<file path="src/rtl/int2float_share_ctrl.sv">
// rtl/int2float_share_ctrl.sv - round-robin time-sharing controller for one int2float converter
module int2float_share_ctrl #(
  parameter int NREQ     = 4,
  parameter int IDW      = 2,
  parameter int CONV_LAT = 2,
  parameter int CNTW     = 16
) (
  input  logic              clk,
  input  logic              rst_n,
  input  logic [NREQ-1:0]   req_valid,
  input  logic [NREQ*11-1:0] req_b,
  output logic [NREQ-1:0]   req_ready,
  output logic [10:0]       conv_b,
  input  logic [3:0]        conv_m,
  input  logic [2:0]        conv_e,
  output logic              rsp_valid,
  input  logic              rsp_ready,
  output logic [IDW-1:0]    rsp_id,
  output logic [3:0]        rsp_m,
  output logic [2:0]        rsp_e,
  output logic              busy,
  output logic [CNTW-1:0]   conv_count
);

  typedef enum logic [1:0] {IDLE = 2'd0, CONV = 2'd1, RESP = 2'd2} state_t;

  state_t          state_q, state_d;
  logic [IDW-1:0]  rr_ptr_q, rr_ptr_d;
  logic [3:0]      cnt_q, cnt_d;
  logic [10:0]     conv_b_q, conv_b_d;
  logic [IDW-1:0]  rsp_id_q, rsp_id_d;
  logic [3:0]      rsp_m_q, rsp_m_d;
  logic [2:0]      rsp_e_q, rsp_e_d;
  logic            rsp_valid_q, rsp_valid_d;
  logic            busy_q, busy_d;
  logic [CNTW-1:0] conv_count_q, conv_count_d;

  logic            gnt_found;
  logic [IDW-1:0]  gnt_idx;

  // First requester at or after rr_ptr, wrapping modulo NREQ.
  always_comb begin : arb
    int idx;
    idx       = 0;
    gnt_found = 1'b0;
    gnt_idx   = '0;
    for (int k = 0; k < NREQ; k++) begin
      idx = int'(rr_ptr_q) + k;
      if (idx >= NREQ) idx = idx - NREQ;
      if (!gnt_found && req_valid[idx]) begin
        gnt_found = 1'b1;
        gnt_idx   = IDW'(idx);
      end
    end
  end

  always_comb begin
    req_ready = '0;
    if (rst_n && state_q == IDLE && gnt_found) req_ready[gnt_idx] = 1'b1;
  end

  always_comb begin
    state_d      = state_q;
    rr_ptr_d     = rr_ptr_q;
    cnt_d        = cnt_q;
    conv_b_d     = conv_b_q;
    rsp_id_d     = rsp_id_q;
    rsp_m_d      = rsp_m_q;
    rsp_e_d      = rsp_e_q;
    conv_count_d = conv_count_q;
    case (state_q)
      IDLE: begin
        if (gnt_found) begin
          conv_b_d = req_b[11*gnt_idx +: 11];
          rsp_id_d = gnt_idx;
          rr_ptr_d = (int'(gnt_idx) == NREQ - 1) ? '0 : gnt_idx + 1'b1;
          cnt_d    = 4'(CONV_LAT - 1);
          state_d  = CONV;
        end
      end
      CONV: begin
        // conv_b has been stable for CONV_LAT cycles when the counter hits zero.
        if (cnt_q == 4'd0) begin
          rsp_m_d = conv_m;
          rsp_e_d = conv_e;
          if (~&conv_count_q) conv_count_d = conv_count_q + 1'b1;
          state_d = RESP;
        end else begin
          cnt_d = cnt_q - 1'b1;
        end
      end
      RESP: begin
        if (rsp_ready) state_d = IDLE;
      end
      default: state_d = IDLE;
    endcase
    rsp_valid_d = (state_d == RESP);
    busy_d      = (state_d != IDLE);
  end

  always_ff @(posedge clk or negedge rst_n) begin
    if (!rst_n) begin
      state_q      <= IDLE;
      rr_ptr_q     <= '0;
      cnt_q        <= '0;
      conv_b_q     <= '0;
      rsp_id_q     <= '0;
      rsp_m_q      <= '0;
      rsp_e_q      <= '0;
      rsp_valid_q  <= 1'b0;
      busy_q       <= 1'b0;
      conv_count_q <= '0;
    end else begin
      state_q      <= state_d;
      rr_ptr_q     <= rr_ptr_d;
      cnt_q        <= cnt_d;
      conv_b_q     <= conv_b_d;
      rsp_id_q     <= rsp_id_d;
      rsp_m_q      <= rsp_m_d;
      rsp_e_q      <= rsp_e_d;
      rsp_valid_q  <= rsp_valid_d;
      busy_q       <= busy_d;
      conv_count_q <= conv_count_d;
    end
  end

  assign conv_b     = conv_b_q;
  assign rsp_id     = rsp_id_q;
  assign rsp_m      = rsp_m_q;
  assign rsp_e      = rsp_e_q;
  assign rsp_valid  = rsp_valid_q;
  assign busy       = busy_q;
  assign conv_count = conv_count_q;

endmodule

</file>
<file path="config.mk">
export PLATFORM = sky130hd
export DESIGN_NAME = int2float_share_ctrl
export DESIGN_NICKNAME = d
export VERILOG_FILES = /design/src/rtl/int2float_share_ctrl.sv
export SDC_FILE = /design/constraint.sdc
export NUM_CORES = 1
export LEC_CHECK = 0
export CELL_PAD_IN_SITES_DETAIL_PLACEMENT = 0
export CELL_PAD_IN_SITES_GLOBAL_PLACEMENT = 1
export CORE_MARGIN = 2
export CORE_UTILIZATION = 35
export CTS_CLUSTER_DIAMETER = 150
export DETAILED_ROUTE_END_ITERATION = 10
export DONT_BUFFER_PORTS = 1
export GPL_TIMING_DRIVEN = 0
export PLACE_DENSITY = 0.58
export SYNTH_ARGS = -nofsm -noshare
export SYNTH_HDL_FRONTEND = slang
export SYNTH_SLANG_ARGS = --single-unit
</file>
<file path="constraint.sdc">
create_clock -name clk -period 4.3 [get_ports clk]
set_clock_uncertainty 0.2 [all_clocks]
set_input_delay 0.86 -clock clk [delete_from_list [all_inputs] [get_ports clk]]
set_output_delay 0.86 -clock clk [all_outputs]
set_load 0.005 [all_outputs]
</file>
==> PnR_summary.wiki, run 1 <==
{| class="wikitable"
! Metric !! Value
|-
| Total area of sequential cells || 0.00115 mm²
|-
| Mapped Area || 0.00255 mm²
|-
| Overall die area || 0.00799 mm²
|-
| Max Clock Freq || 0.304 GHz
|-
| Cell with the largest stage delay on the worst path || sky130_fd_sc_hd__dfrtp_1
|-
| Total of warnings raised by yosys || 0
|-
| Rel. slew slack || 58.8%
|-
| All-Layer GR Usage || 16.1%
|-
| CP Data Required Time || 3240 ps
|-
| Via count of the routed design || 1867
|-
| Die boundary width || 89.4 µm
|-
| Pin count of the biggest net entering global routing || 51
|-
| Number of antenna violations at the first check in global routing || 0
|-
| Clk pin slew, worst setup/hold paths || 90 ps
|-
| Setup tns final || 0 ps
|-
| Clock tree root driver cell || sky130_fd_sc_hd__clkbuf_8
|-
| Area used by multi-input combinational logic || 0.00133 mm²
|-
| Clock power frac || 18.8%
|-
| Relative contribution of sequential cells to total power || 42.5%
|-
| Number of nets in the finished design || 311
|-
| Count of flip-flops with a built-in enable after synthesis || 0
|-
| Number of CTS-inserted buffers || 5
|-
| Largest stage delay, worst path || 450 ps
|-
| Via/cell ratio || 5.40
|-
| Endpoint class of the critical path || output port
|-
| Global-route wire length before repair || 9720 µm
|-
| Number of buffer and inverter stages on the critical path || 2
|-
| Final worst-path cycle share || 76.4%
|-
| Number of port buffers || 0
|-
| Critical path's top delay family || simple AND/OR/NAND/NOR gates
|-
| Drc violations || 0
|-
| Level count of the clock H-tree || 2
|-
| HP Class || input port to async pin
|-
| Number of setup buffers added after CTS || 0
|-
| Hpwl dp || 4480 µm
|-
| Hold Fails Final Rpt || 0
|-
| Placer Congestion || 0.740
|-
| Distinct cells, synth || 47
|-
| Minimum clock period || 3280 ps
|-
| CTS Buffer Depth || 2
|-
| Clk Latency, worst-skew pair || 300 ps
|-
| Final setup vio count || 0
|-
| Total cell area at the placement stage || 0.00268 mm²
|-
| Diodes inserted || 0
|-
| Share of cells above drive strength 1 || 14.6%
|-
| Arrival time at the worst endpoint || 2220 ps
|-
| Fraction of the yosys area taken by sequential cells || 45.1%
|-
| First-pass DRT Iterations || 4
|-
| Synthesis-stage register bit count || 46
|-
| Net count of the mapped netlist || 304
|-
| Hold-fix buffers at CTS || 0
|-
| Num rows || 31
|-
| Number of max-slew violations in the final report || 0
|-
| Average wire per standard cell || 17.9 µm
|-
| Cells along the critical path || nor2b_1, o21a_2, nor3_4, buf_6, inv_1, ha_1, and3_1
|-
| Area Growth Syn to Fin || 9.17%
|-
| Post-CTS resize count || 0
|-
| Kind of critical path || flop to output port
|-
| Primary FF master, synth || sky130_fd_sc_hd__dfrtp_1
|-
| Number of top-level pins || 100
|-
| GRT Residual Overflow || 0
|-
| Fill cell instance count of the final layout || 736
|-
| Slew of the pin with the lowest slew margin || 618 ps
|-
| Total wire length after detailed routing || 6200 µm
|-
| Internal power of the cells || 1.06 mW
|-
| Final core area utilization || 39.0%
|-
| Leakage power of the design || 1.22 nW
|-
| VDD IR-drop max || 0.224 mV
|-
| Sw power || 680 µW
|-
| Vias in the first global route || 1855
|-
| Die Span Y || 89.4 µm
|-
| Remaining antenna violation count after routing || 0
|-
| Final WS setup || 1020 ps
|-
| Largest fanout of any net on the critical path || 11
|-
| Combinational group share of total power || 38.7%
|-
| Power per Cell Area || 623 mW/mm²
|-
| Number of standard cells after synthesis || 239
|-
| Startpoint type of the worst setup path || flop
|-
| Final hold slack || 48.7 ps
|-
| Post-Place Worst Slack || 1030 ps
|-
| Switching share of power || 39.2%
|-
| Mapped Avg Cell Area || 10.7 µm²
|-
| Status || complete, no violations
|-
| FFs w/ async S/R, synth || 100%
|-
| Core area || 0.00714 mm²
|-
| Count of max-cap constraint violations || 0
|-
| RSZ-0062 raised after global routing || false
|-
| Initial core utilization || 35.8%
|-
| Post-route design area || 0.00279 mm²
|-
| TritonCTS clock tree || yes
|-
| Clock Sink Count || 46
|-
| Count of routing violations after the opening detailed-route iteration || 59
|}
cell families (layout without fill, tap and decap cells):
logic type,count (synthesis),in the layout,synth area share [%]
and+or+nand+nor,89,89,20.1
DFF,46,46,45.1
AOI/OAI and AO/OA,45,45,14.6
muxes,20,20,8.43
xor gates and xnor gates,16,16,5.49
buffers and inverters,16,24,2.84
adders and majority gates,7,7,3.43
worst reg2reg max path: cells and delay by family, from the launching register on:
kind / cells / cell delay, ps
AOI/OAI and AO/OA: 2 / 570
muxes: 1 / 370
and+or+nand+nor: 2 / 540
DFF: 1 / 450
stage by stage:
| stage | std cells | power [mW] |
|---|---|---|
| after detailed placement | 338 | 1.43 |
| final | 346 | 1.74 |
| after global routing | 346 | 1.89 |
| after floorplan | 239 | 1.26 |
| after CTS | 346 | 1.77 |
| after global placement | 338 | 1.42 |
path summary, 6_finish.rpt:
kind	from	endpoint	slack, ps	cells after the start
worst max-delay path	rr_ptr_q[1]$_DFFE_PN0P_	req_ready[0]	1020	7
worst min-delay path	rst_n	rr_ptr_q[1]$_DFFE_PN0P_	50	0
worst max register to register	rr_ptr_q[1]$_DFFE_PN0P_	conv_b[1]$_DFFE_PN0P_	2050	5
worst min register to register	rsp_id[1]$_DFFE_PN0P_	rsp_id[1]$_DFFE_PN0P_	320	1
max in group asynchronous	rst_n	conv_b[1]$_DFFE_PN0P_	3740	0
min in group clk	rsp_id[1]$_DFFE_PN0P_	rsp_id[1]$_DFFE_PN0P_	320	1
area by class of cell:
class                   count  share of cell area (%)
flip-flops and latches     46                    41.3
clock inverters             2                    1.35
clock buffers               6                    2.60
multi-input cells         177                    47.7
plain buffers              11                    1.93
well taps                  99                    4.45
inverters                   5                   0.674
layer usage:
metal,track usage [%],up-vias,share of wire (%)
met5,0,-,0
met4,4.34,0,1.0
met3,6.65,4,9.3
met2,24.4,61,44
met1,21.2,905,45
li1,-,897,-
power by group through the flow:
stage               combinational [mW]  sequential, mW  clock, mW
finish                           0.672           0.739      0.326
CTS                              0.683           0.742      0.345
global placement                 0.673           0.748          0
detailed placement               0.684           0.746          0
global route                     0.764           0.765      0.360
floorplan                        0.552           0.705          0
placed cells by master, fill, tap and decap left out, types with 2 or more instances in the layout:
cell type / netlist / final
sky130_fd_sc_hd__nand4_1: 16 / 16
sky130_fd_sc_hd__nand3_1: 6 / 6
sky130_fd_sc_hd__dfrtp_1: 46 / 46
sky130_fd_sc_hd__o21ai_1: 2 / 2
sky130_fd_sc_hd__o31ai_1: 11 / 11
sky130_fd_sc_hd__nand2b_1: 3 / 3
sky130_fd_sc_hd__buf_2: 4 / 4
sky130_fd_sc_hd__o211ai_2: 6 / 6
sky130_fd_sc_hd__mux2i_1: 8 / 8
sky130_fd_sc_hd__and3_1: 5 / 5
sky130_fd_sc_hd__a21o_1: 2 / 2
sky130_fd_sc_hd__ha_1: 7 / 7
sky130_fd_sc_hd__a221o_1: 4 / 4
sky130_fd_sc_hd__mux2_2: 7 / 7
sky130_fd_sc_hd__nand2_1: 24 / 24
sky130_fd_sc_hd__inv_1: 4 / 4
sky130_fd_sc_hd__xor2_1: 5 / 5
sky130_fd_sc_hd__nor2_1: 16 / 16
sky130_fd_sc_hd__nor3_1: 4 / 4
sky130_fd_sc_hd__xnor2_1: 11 / 11
sky130_fd_sc_hd__clkbuf_1: 5 / 6
sky130_fd_sc_hd__a211o_1: 7 / 7
sky130_fd_sc_hd__clkbuf_8: 0 / 5
sky130_fd_sc_hd__nor4_4: 2 / 2
sky130_fd_sc_hd__or2_1: 2 / 2
sky130_fd_sc_hd__mux2_1: 5 / 5
sky130_fd_sc_hd__a21oi_1: 6 / 6
registers in the layout, summed over array words and instances, names as in the netlist:
| register | flops |
|---|---|
| cnt_q | 4 |
| busy | 1 |
| rsp_valid | 1 |
| rsp_id | 2 |
| rr_ptr_q | 2 |
| conv_b | 11 |
| state_q | 2 |
| rsp_e | 3 |
| conv_count | 16 |
| rsp_m | 4 |
cells in the mapped netlist, types with 5 or more instances:
cell / count / area share (%)
sky130_fd_sc_hd__nor2_1: 16 / 2.4
sky130_fd_sc_hd__ha_1: 7 / 3.4
sky130_fd_sc_hd__nand3_1: 6 / 1.2
sky130_fd_sc_hd__mux2_1: 5 / 2.2
sky130_fd_sc_hd__xnor2_1: 11 / 3.8
sky130_fd_sc_hd__and3_1: 5 / 1.2
sky130_fd_sc_hd__o211ai_2: 6 / 2.9
sky130_fd_sc_hd__o31ai_1: 11 / 3.2
sky130_fd_sc_hd__mux2_2: 7 / 3.1
sky130_fd_sc_hd__xor2_1: 5 / 1.7
sky130_fd_sc_hd__clkbuf_1: 5 / 0.74
sky130_fd_sc_hd__dfrtp_1: 46 / 45
sky130_fd_sc_hd__mux2i_1: 8 / 3.1
sky130_fd_sc_hd__nand2_1: 24 / 3.5
sky130_fd_sc_hd__a211o_1: 7 / 2.4
sky130_fd_sc_hd__nand4_1: 16 / 3.9
sky130_fd_sc_hd__a21oi_1: 6 / 1.2
Power figures use the tool's default switching activity.
==> run 2: changes to the inputs <==
==> constraint.sdc (replaced) <==
create_clock -name clk -period 3.3 [get_ports clk]
set_clock_uncertainty 0.2 [all_clocks]
set_input_delay 0.66 -clock clk [delete_from_list [all_inputs] [get_ports clk]]
set_output_delay 0.66 -clock clk [all_outputs]
set_load 0.005 [all_outputs]
==> run 2 against run 1 <==
- sequential power grew 30%
- final cell count grew 0.58%
- non-clock buffer count increased by 2
- sequential share of layout area down 0.55 points
- worst hold slack improved by 260 ps
- clock power increased by 30%
- design area is 1.3% higher
- critical path type unchanged
- count of clock-buffer cells in the layout unchanged
- largest cell class unchanged
- first-iteration DRC count is 14% higher
==> PnR_summary.wiki, run 2 (synthesized netlist as in run 1, its figures left out) <==
{| class="wikitable"
! Metric !! Value
|-
| Status || complete, no violations
|-
| Clock Sink Count || 46 (unchanged)
|-
| Leakage power of the design || 1.24 nW (+1.4%)
|-
| Overall die area || 0.00799 mm² (unchanged)
|-
| Global-route wire length before repair || 9760 µm (+0.49%)
|-
| Area used by multi-input combinational logic || 0.00133 mm² (unchanged)
|-
| Hold-fix buffers at CTS || 2 (+2)
|-
| CTS Buffer Depth || 2 (unchanged)
|-
| Minimum clock period || 3080 ps
|-
| CP startpoint || rr_ptr_q[1]$_DFFE_PN0P_
|-
| Final core area utilization || 39.6% (+0.53 points)
|-
| Vias in the first global route || 1873 (+0.97%)
|-
| Startpoint type of the worst setup path || flop
|-
| Combinational group share of total power || 39.1% (+0.4 points)
|-
| Cells along the critical path || nor2b_1, o21a_2, nor3_4, buf_6, inv_1, ha_1, and3_1
|-
| Endpoint class of the critical path || output port
|-
| Area Growth Syn to Fin || 10.6%
|-
| Clock tree root driver cell || sky130_fd_sc_hd__clkbuf_8
|-
| Largest stage delay, worst path || 450 ps (about the same)
|-
| Count of non-filler cells in the finished layout || 348 (+0.58%)
|-
| Number of port buffers || 0 (unchanged)
|-
| Arrival time at the worst endpoint || 2220 ps (about the same)
|-
| TritonCTS clock tree || yes
|-
| Diodes inserted || 0 (unchanged)
|-
| Number of nets in the finished design || 313 (+0.64%)
|-
| Count of max-cap constraint violations || 0 (unchanged)
|-
| Initial core utilization || 35.8% (unchanged)
|-
| Share of cells above drive strength 1 || 14.9% (+0.28 points)
|-
| Cell with the largest stage delay on the worst path || sky130_fd_sc_hd__dfrtp_1
|-
| Hpwl dp || 4480 µm (unchanged)
|-
| CP Data Required Time || 2440 ps (-800 ps)
|-
| Total area of sequential cells || 0.00115 mm² (unchanged)
|-
| Largest fanout of any net on the critical path || 11 (unchanged)
|-
| Max FFs per register || 16 (unchanged)
|-
| Instance count along the most critical hold path || 1
|-
| Pin count of the biggest net entering global routing || 47 (-7.8%)
|-
| VDD IR-drop max || 0.292 mV (+30%)
|-
| Remaining antenna violation count after routing || 0 (unchanged)
|-
| Number of max-slew violations in the final report || 0 (unchanged)
|-
| Placer Congestion || 0.740 (unchanged)
|-
| Final worst-path cycle share || 93.3%
|-
| Via count of the routed design || 1884 (+0.91%)
|-
| Final setup vio count || 0 (unchanged)
|-
| Relative contribution of sequential cells to total power || 42.3% (-0.2 points)
|-
| Power per Cell Area || 806 mW/mm² (+29%)
|-
| Die boundary width || 89.4 µm (unchanged)
|-
| Final hold slack || 308 ps (+259 ps)
|-
| Total wire length after detailed routing || 6230 µm (+0.48%)
|-
| Most common cell after layout, fill and taps aside || sky130_fd_sc_hd__dfrtp_1
|-
| All-Layer GR Usage || 16.2% (+0.13 points)
|-
| Drc violations || 0 (unchanged)
|-
| Sw power || 897 µW (+32%)
|-
| Hold Fails Final Rpt || 0 (unchanged)
|-
| Max Clock Freq || 0.325 GHz
|-
| Final WS setup || 222 ps (-794 ps)
|-
| HP Class || input port to flop
|-
| Placed Cells || 338 (unchanged)
|-
| Post-route design area || 0.00282 mm² (+1.3%)
|-
| Level count of the clock H-tree || 2 (unchanged)
|-
| Switching share of power || 39.4% (+0.21 points)
|-
| Fill cell instance count of the final layout || 732 (-0.54%)
|-
| Worst reg2reg path endpoint || conv_b[1]$_DFFE_PN0P_
|-
| Slew of the pin with the lowest slew margin || 631 ps (+12.9 ps)
|-
| Total chip power || 2.28 mW (+31%)
|-
| End of the critical path || req_ready[0]
|-
| Kind of critical path || flop to output port
|-
| Reg-to-reg critical path startpoint || rr_ptr_q[1]$_DFFE_PN0P_
|-
| Count of routing violations after the opening detailed-route iteration || 67 (+14%)
|-
| Number of CTS-inserted buffers || 5 (unchanged)
|-
| Internal power of the cells || 1.38 mW (+31%)
|-
| Post-Place Worst Slack || 433 ps (-600 ps)
|-
| Num rows || 31 (unchanged)
|-
| Setup tns final || 0 ps (unchanged)
|-
| Clk pin slew, worst setup/hold paths || 90 ps (about the same)
|-
| RSZ-0062 raised after global routing || false
|-
| First-pass DRT Iterations || 4 (unchanged)
|-
| Number of antenna violations at the first check in global routing || 0 (unchanged)
|-
| Worst R2R Setup Slack || 1060 ps (-990 ps)
|-
| GRT Residual Overflow || 0 (unchanged)
|-
| Clk Latency, worst-skew pair || 300 ps (about the same)
|-
| Total cell area at the placement stage || 0.00268 mm² (unchanged)
|-
| Core area || 0.00714 mm² (unchanged)
|-
| Top library cells by usage in the layout, fill and taps aside || sky130_fd_sc_hd__dfrtp_1, sky130_fd_sc_hd__nand2_1, sky130_fd_sc_hd__nor2_1, sky130_fd_sc_hd__nand4_1
|-
| Clock power frac || 18.6% (-0.2 points)
|-
| Post-CTS resize count || 0 (unchanged)
|-
| Number of setup buffers added after CTS || 0 (unchanged)
|-
| Average wire per standard cell || 17.9 µm (about the same)
|-
| Via/cell ratio || 5.41 (+0.33%)
|-
| Number of top-level pins || 100 (unchanged)
|-
| Cells on worst reg2reg path || 5 (unchanged)
|-
| Die Span Y || 89.4 µm (unchanged)
|-
| Rel. slew slack || 58.0% (-0.86 points)
|}
==> run 2: changes by cell type in the layout (fill, tap and decap cells not counted) <==
cell	change
sky130_fd_sc_hd__buf_16	+1
sky130_fd_sc_hd__dlygate4sd3_1	+1
==> run 2: cell type report <==
cell class                      instances  share of cell area (%)
Sequential cell                        46                    40.8
Tap cell                               99                    4.39
Clock inverter                          2                    1.33
Timing Repair Buffer                    2                    1.33
Inverter                                5                   0.665
Clock buffer                            6                    2.57
Buffer                                 11                    1.91
Multi-Input combinational cell        177                    47.1
==> run 2: per-layer routing <==
layer / global-route usage [%] / up-vias / wire, µm
met5: 0 / - / 0
met1: 21.1 / 914 / 2780
met3: 6.65 / 4 / 583
met2: 25.1 / 64 / 2810
met4: 4.07 / 0 / 63
li1: - / 902 / -
==> run 2: worst max-delay path, delay by kind of cell (launching register included) <==
kind	cells	cell delay [ps]
AO/OA/AOI/OAI	1	240
adder cells (fa/ha/maj)	1	180
AND/OR/NAND/NOR	3	720
flip-flops	1	450
buffers and inverters	2	330
==> run 2: how the worst min path moves through the flow <==
stage	start	end	slack (ps)
2_1_floorplan	rst_n	busy$_DFF_PN0_	160
3_3_place_gp	rst_n	conv_b[0]$_DFFE_PN0P_	170
3_5_place_dp	rst_n	rr_ptr_q[1]$_DFFE_PN0P_	170
4_1_cts	conv_e[2]	rsp_e[2]$_DFFE_PN0P_	290
5_1_grt	conv_e[2]	rsp_e[2]$_DFFE_PN0P_	280
6_report	conv_m[1]	rsp_m[1]$_DFFE_PN0P_	310
==> run 2: power groups by stage <==
stage | Combinational [mW] | Sequential [mW] | Clock (mW)
after detailed placement | 0.891 | 0.973 | 0
after floorplan | 0.720 | 0.918 | 0
after global routing | 1.01 | 0.997 | 0.469
final | 0.891 | 0.963 | 0.424
after CTS | 0.907 | 0.967 | 0.449
after global placement | 0.877 | 0.975 | 0
==> run 3: changes to the inputs <==
==> constraint.sdc (replaced) <==
create_clock -name clk -period 3.5 [get_ports clk]
set_clock_uncertainty 0.2 [all_clocks]
set_input_delay 0.7 -clock clk [delete_from_list [all_inputs] [get_ports clk]]
set_output_delay 0.7 -clock clk [all_outputs]
set_load 0.005 [all_outputs]
==> run 3 against run 2 <==
- register-to-register slack better by 190 ps
- global-route usage is essentially flat
- combinational power decreased by 5.6%
- largest power group unchanged
==> PnR_summary.wiki, run 3 (synthesized netlist as in run 1, its figures left out) <==
{| class="wikitable"
! Metric !! Value
|-
| Final setup vio count || 0 (unchanged)
|-
| GRT Residual Overflow || 0 (unchanged)
|-
| Relative contribution of sequential cells to total power || 42.2% (about the same)
|-
| Pin count of the biggest net entering global routing || 47 (unchanged)
|-
| Number of CTS-inserted buffers || 5 (unchanged)
|-
| Top library cells by usage in the layout, fill and taps aside || sky130_fd_sc_hd__dfrtp_1, sky130_fd_sc_hd__nand2_1, sky130_fd_sc_hd__nor2_1, sky130_fd_sc_hd__nand4_1
|-
| Internal power of the cells || 1.30 mW (-5.8%)
|-
| Reg-to-reg critical path startpoint || rr_ptr_q[1]$_DFFE_PN0P_
|-
| Setup tns final || 0 ps (unchanged)
|-
| Minimum clock period || 3130 ps
|-
| Final worst-path cycle share || 89.3%
|-
| Post-CTS resize count || 0 (unchanged)
|-
| Placed Cells || 338 (unchanged)
|-
| Count of non-filler cells in the finished layout || 347 (-0.29%)
|-
| Status || complete, no violations
|-
| Number of max-slew violations in the final report || 0 (unchanged)
|-
| Arrival time at the worst endpoint || 2230 ps (about the same)
|-
| End of the critical path || req_ready[0]
|-
| RSZ-0062 raised after global routing || false
|-
| First-pass DRT Iterations || 4 (unchanged)
|-
| Count of max-cap constraint violations || 0 (unchanged)
|-
| Combinational group share of total power || 39.1% (about the same)
|-
| Placer Congestion || 0.740 (unchanged)
|-
| Cells on worst reg2reg path || 5 (unchanged)
|-
| TritonCTS clock tree || yes
|-
| Largest fanout of any net on the critical path || 11 (unchanged)
|-
| Via/cell ratio || 5.42 (+0.13%)
|-
| Clock tree root driver cell || sky130_fd_sc_hd__clkbuf_8
|-
| Die Span Y || 89.4 µm (unchanged)
|-
| CP startpoint || rr_ptr_q[1]$_DFFE_PN0P_
|-
| CP Data Required Time || 2600 ps (+160 ps)
|-
| Initial core utilization || 35.8% (unchanged)
|-
| Max Clock Freq || 0.320 GHz
|-
| Fill cell instance count of the final layout || 733 (+0.14%)
|-
| Switching share of power || 39.4% (+0.065 points)
|-
| Total wire length after detailed routing || 6250 µm (+0.22%)
|-
| Remaining antenna violation count after routing || 0 (unchanged)
|-
| Clk pin slew, worst setup/hold paths || 90 ps (about the same)
|-
| Number of antenna violations at the first check in global routing || 0 (unchanged)
|-
| Number of nets in the finished design || 312 (-0.32%)
|-
| Num rows || 31 (unchanged)
|-
| VDD IR-drop max || 0.275 mV (-5.7%)
|-
| Overall die area || 0.00799 mm² (unchanged)
|-
| Final WS setup || 375 ps (+153 ps)
|-
| Diodes inserted || 0 (unchanged)
|-
| Area Growth Syn to Fin || 10.2%
|-
| Endpoint class of the critical path || output port
|-
| Hold Fails Final Rpt || 0 (unchanged)
|-
| Slew of the pin with the lowest slew margin || 625 ps (-5.48 ps)
|-
| Kind of critical path || flop to output port
|-
| Total met3 wirelength after detailed routing || 537 µm (-7.9%)
|-
| Rel. slew slack || 58.3% (+0.37 points)
|-
| Number of port buffers || 0 (unchanged)
|-
| Leakage power of the design || 1.23 nW (-0.34%)
|-
| Routed metal-1 wirelength || 2830 µm (+1.8%)
|-
| Via count of the routed design || 1881 (-0.16%)
|-
| CTS Buffer Depth || 2 (unchanged)
|-
| Die boundary width || 89.4 µm (unchanged)
|-
| Clk Latency, worst-skew pair || 300 ps (about the same)
|-
| Average wire per standard cell || 18.0 µm (+0.51%)
|-
| Share of cells above drive strength 1 || 14.9% (+0.060 points)
|-
| Most common cell after layout, fill and taps aside || sky130_fd_sc_hd__dfrtp_1
|-
| All-Layer GR Usage || 16.2% (-0.019 points)
|-
| Sw power || 847 µW (-5.5%)
|-
| Clock Sink Count || 46 (unchanged)
|-
| Post-Place Worst Slack || 553 ps (+120 ps)
|-
| Met2 wire length || 2820 µm (+0.39%)
|-
| Power per Cell Area || 763 mW/mm² (-5.3%)
|-
| Startpoint type of the worst setup path || flop
|-
| Vias in the first global route || 1871 (-0.11%)
|-
| Number of top-level pins || 100 (unchanged)
|-
| Level count of the clock H-tree || 2 (unchanged)
|-
| Drc violations || 0 (unchanged)
|-
| Max FFs per register || 16 (unchanged)
|-
| Core area || 0.00714 mm² (unchanged)
|-
| Worst reg2reg path endpoint || conv_b[1]$_DFFE_PN0P_
|-
| HP Class || input port to async pin
|-
| Hpwl dp || 4480 µm (unchanged)
|-
| Clock power frac || 18.6% (about the same)
|-
| Count of routing violations after the opening detailed-route iteration || 66 (-1.5%)
|-
| Uppermost layer routed || met4
|-
| Worst R2R Setup Slack || 1250 ps (+190 ps)
|-
| Total chip power || 2.15 mW (-5.7%)
|-
| Global-route wire length before repair || 9760 µm (about the same)
|}
run 3: critical path, cell delays in order (launching register included):
cell and delay [ps]:
sky130_fd_sc_hd__dfrtp_1 450, sky130_fd_sc_hd__nor2b_1 170, sky130_fd_sc_hd__o21a_2 240, sky130_fd_sc_hd__nor3_4 370, sky130_fd_sc_hd__buf_6 250, sky130_fd_sc_hd__inv_1 80
sky130_fd_sc_hd__ha_1 180, sky130_fd_sc_hd__and3_1 170
run 3: final cells by class:
class                   instances  area [µm²]  area share (%)
multi-input cells             177        1330            47.2
flip-flops and latches         46        1150            40.9
well taps                      99         124            4.40
clock buffers                   6        72.6            2.58
plain buffers                  11        53.8            1.91
clock inverters                 2        37.5            1.33
repair buffers                  1        27.5           0.978
inverters                       5        18.8           0.667
run 3: repair_timing:
item | in CTS | in global routing
hold buffers | 1 | 0
hold endpoints to repair | 46 | 0
buffers inserted | 0 | 0
endpoints found under the setup margin | 0 | 0
run 3: through the flow:
stage	util, %	cell area [µm²]	hold WS [ps]
finish	39.4	2810	41.1
global route	39.4	2810	39.6
CTS	39.4	2810	38.6
detailed placement	37.5	2680	206
global placement	37.5	2680	206
floorplan	-	2550	204
run 3: worst min path at each step:
stage,endpoint,depth (start not counted),slack (ps),startpoint
after global routing,conv_count[8]$_DFFE_PN0P_,1,40,rst_n
after CTS,cnt_q[2]$_DFFE_PN0P_,1,40,rst_n
after detailed placement,rr_ptr_q[1]$_DFFE_PN0P_,0,210,rst_n
after global placement,conv_b[0]$_DFFE_PN0P_,0,210,rst_n
final,cnt_q[2]$_DFFE_PN0P_,1,40,rst_n
after floorplan,busy$_DFF_PN0_,0,200,rst_n
run 3: power by group through the flow:
| stage | sequential, mW | clock [mW] | combinational, mW |
|---|---|---|---|
| floorplan | 0.866 | 0 | 0.679 |
| CTS | 0.912 | 0.424 | 0.854 |
| detailed placement | 0.917 | 0 | 0.840 |
| finish | 0.907 | 0.400 | 0.841 |
| global placement | 0.919 | 0 | 0.827 |
| global route | 0.940 | 0.442 | 0.954 |
run 3: routing by layer:
| layer | up-vias | GRT usage [%] |
|---|---|---|
| met2 | 62 | 25.1 |
| met5 | - | 0 |
| met1 | 915 | 21.1 |
| li1 | 900 | - |
| met3 | 4 | 6.65 |
| met4 | 0 | 4.07 |
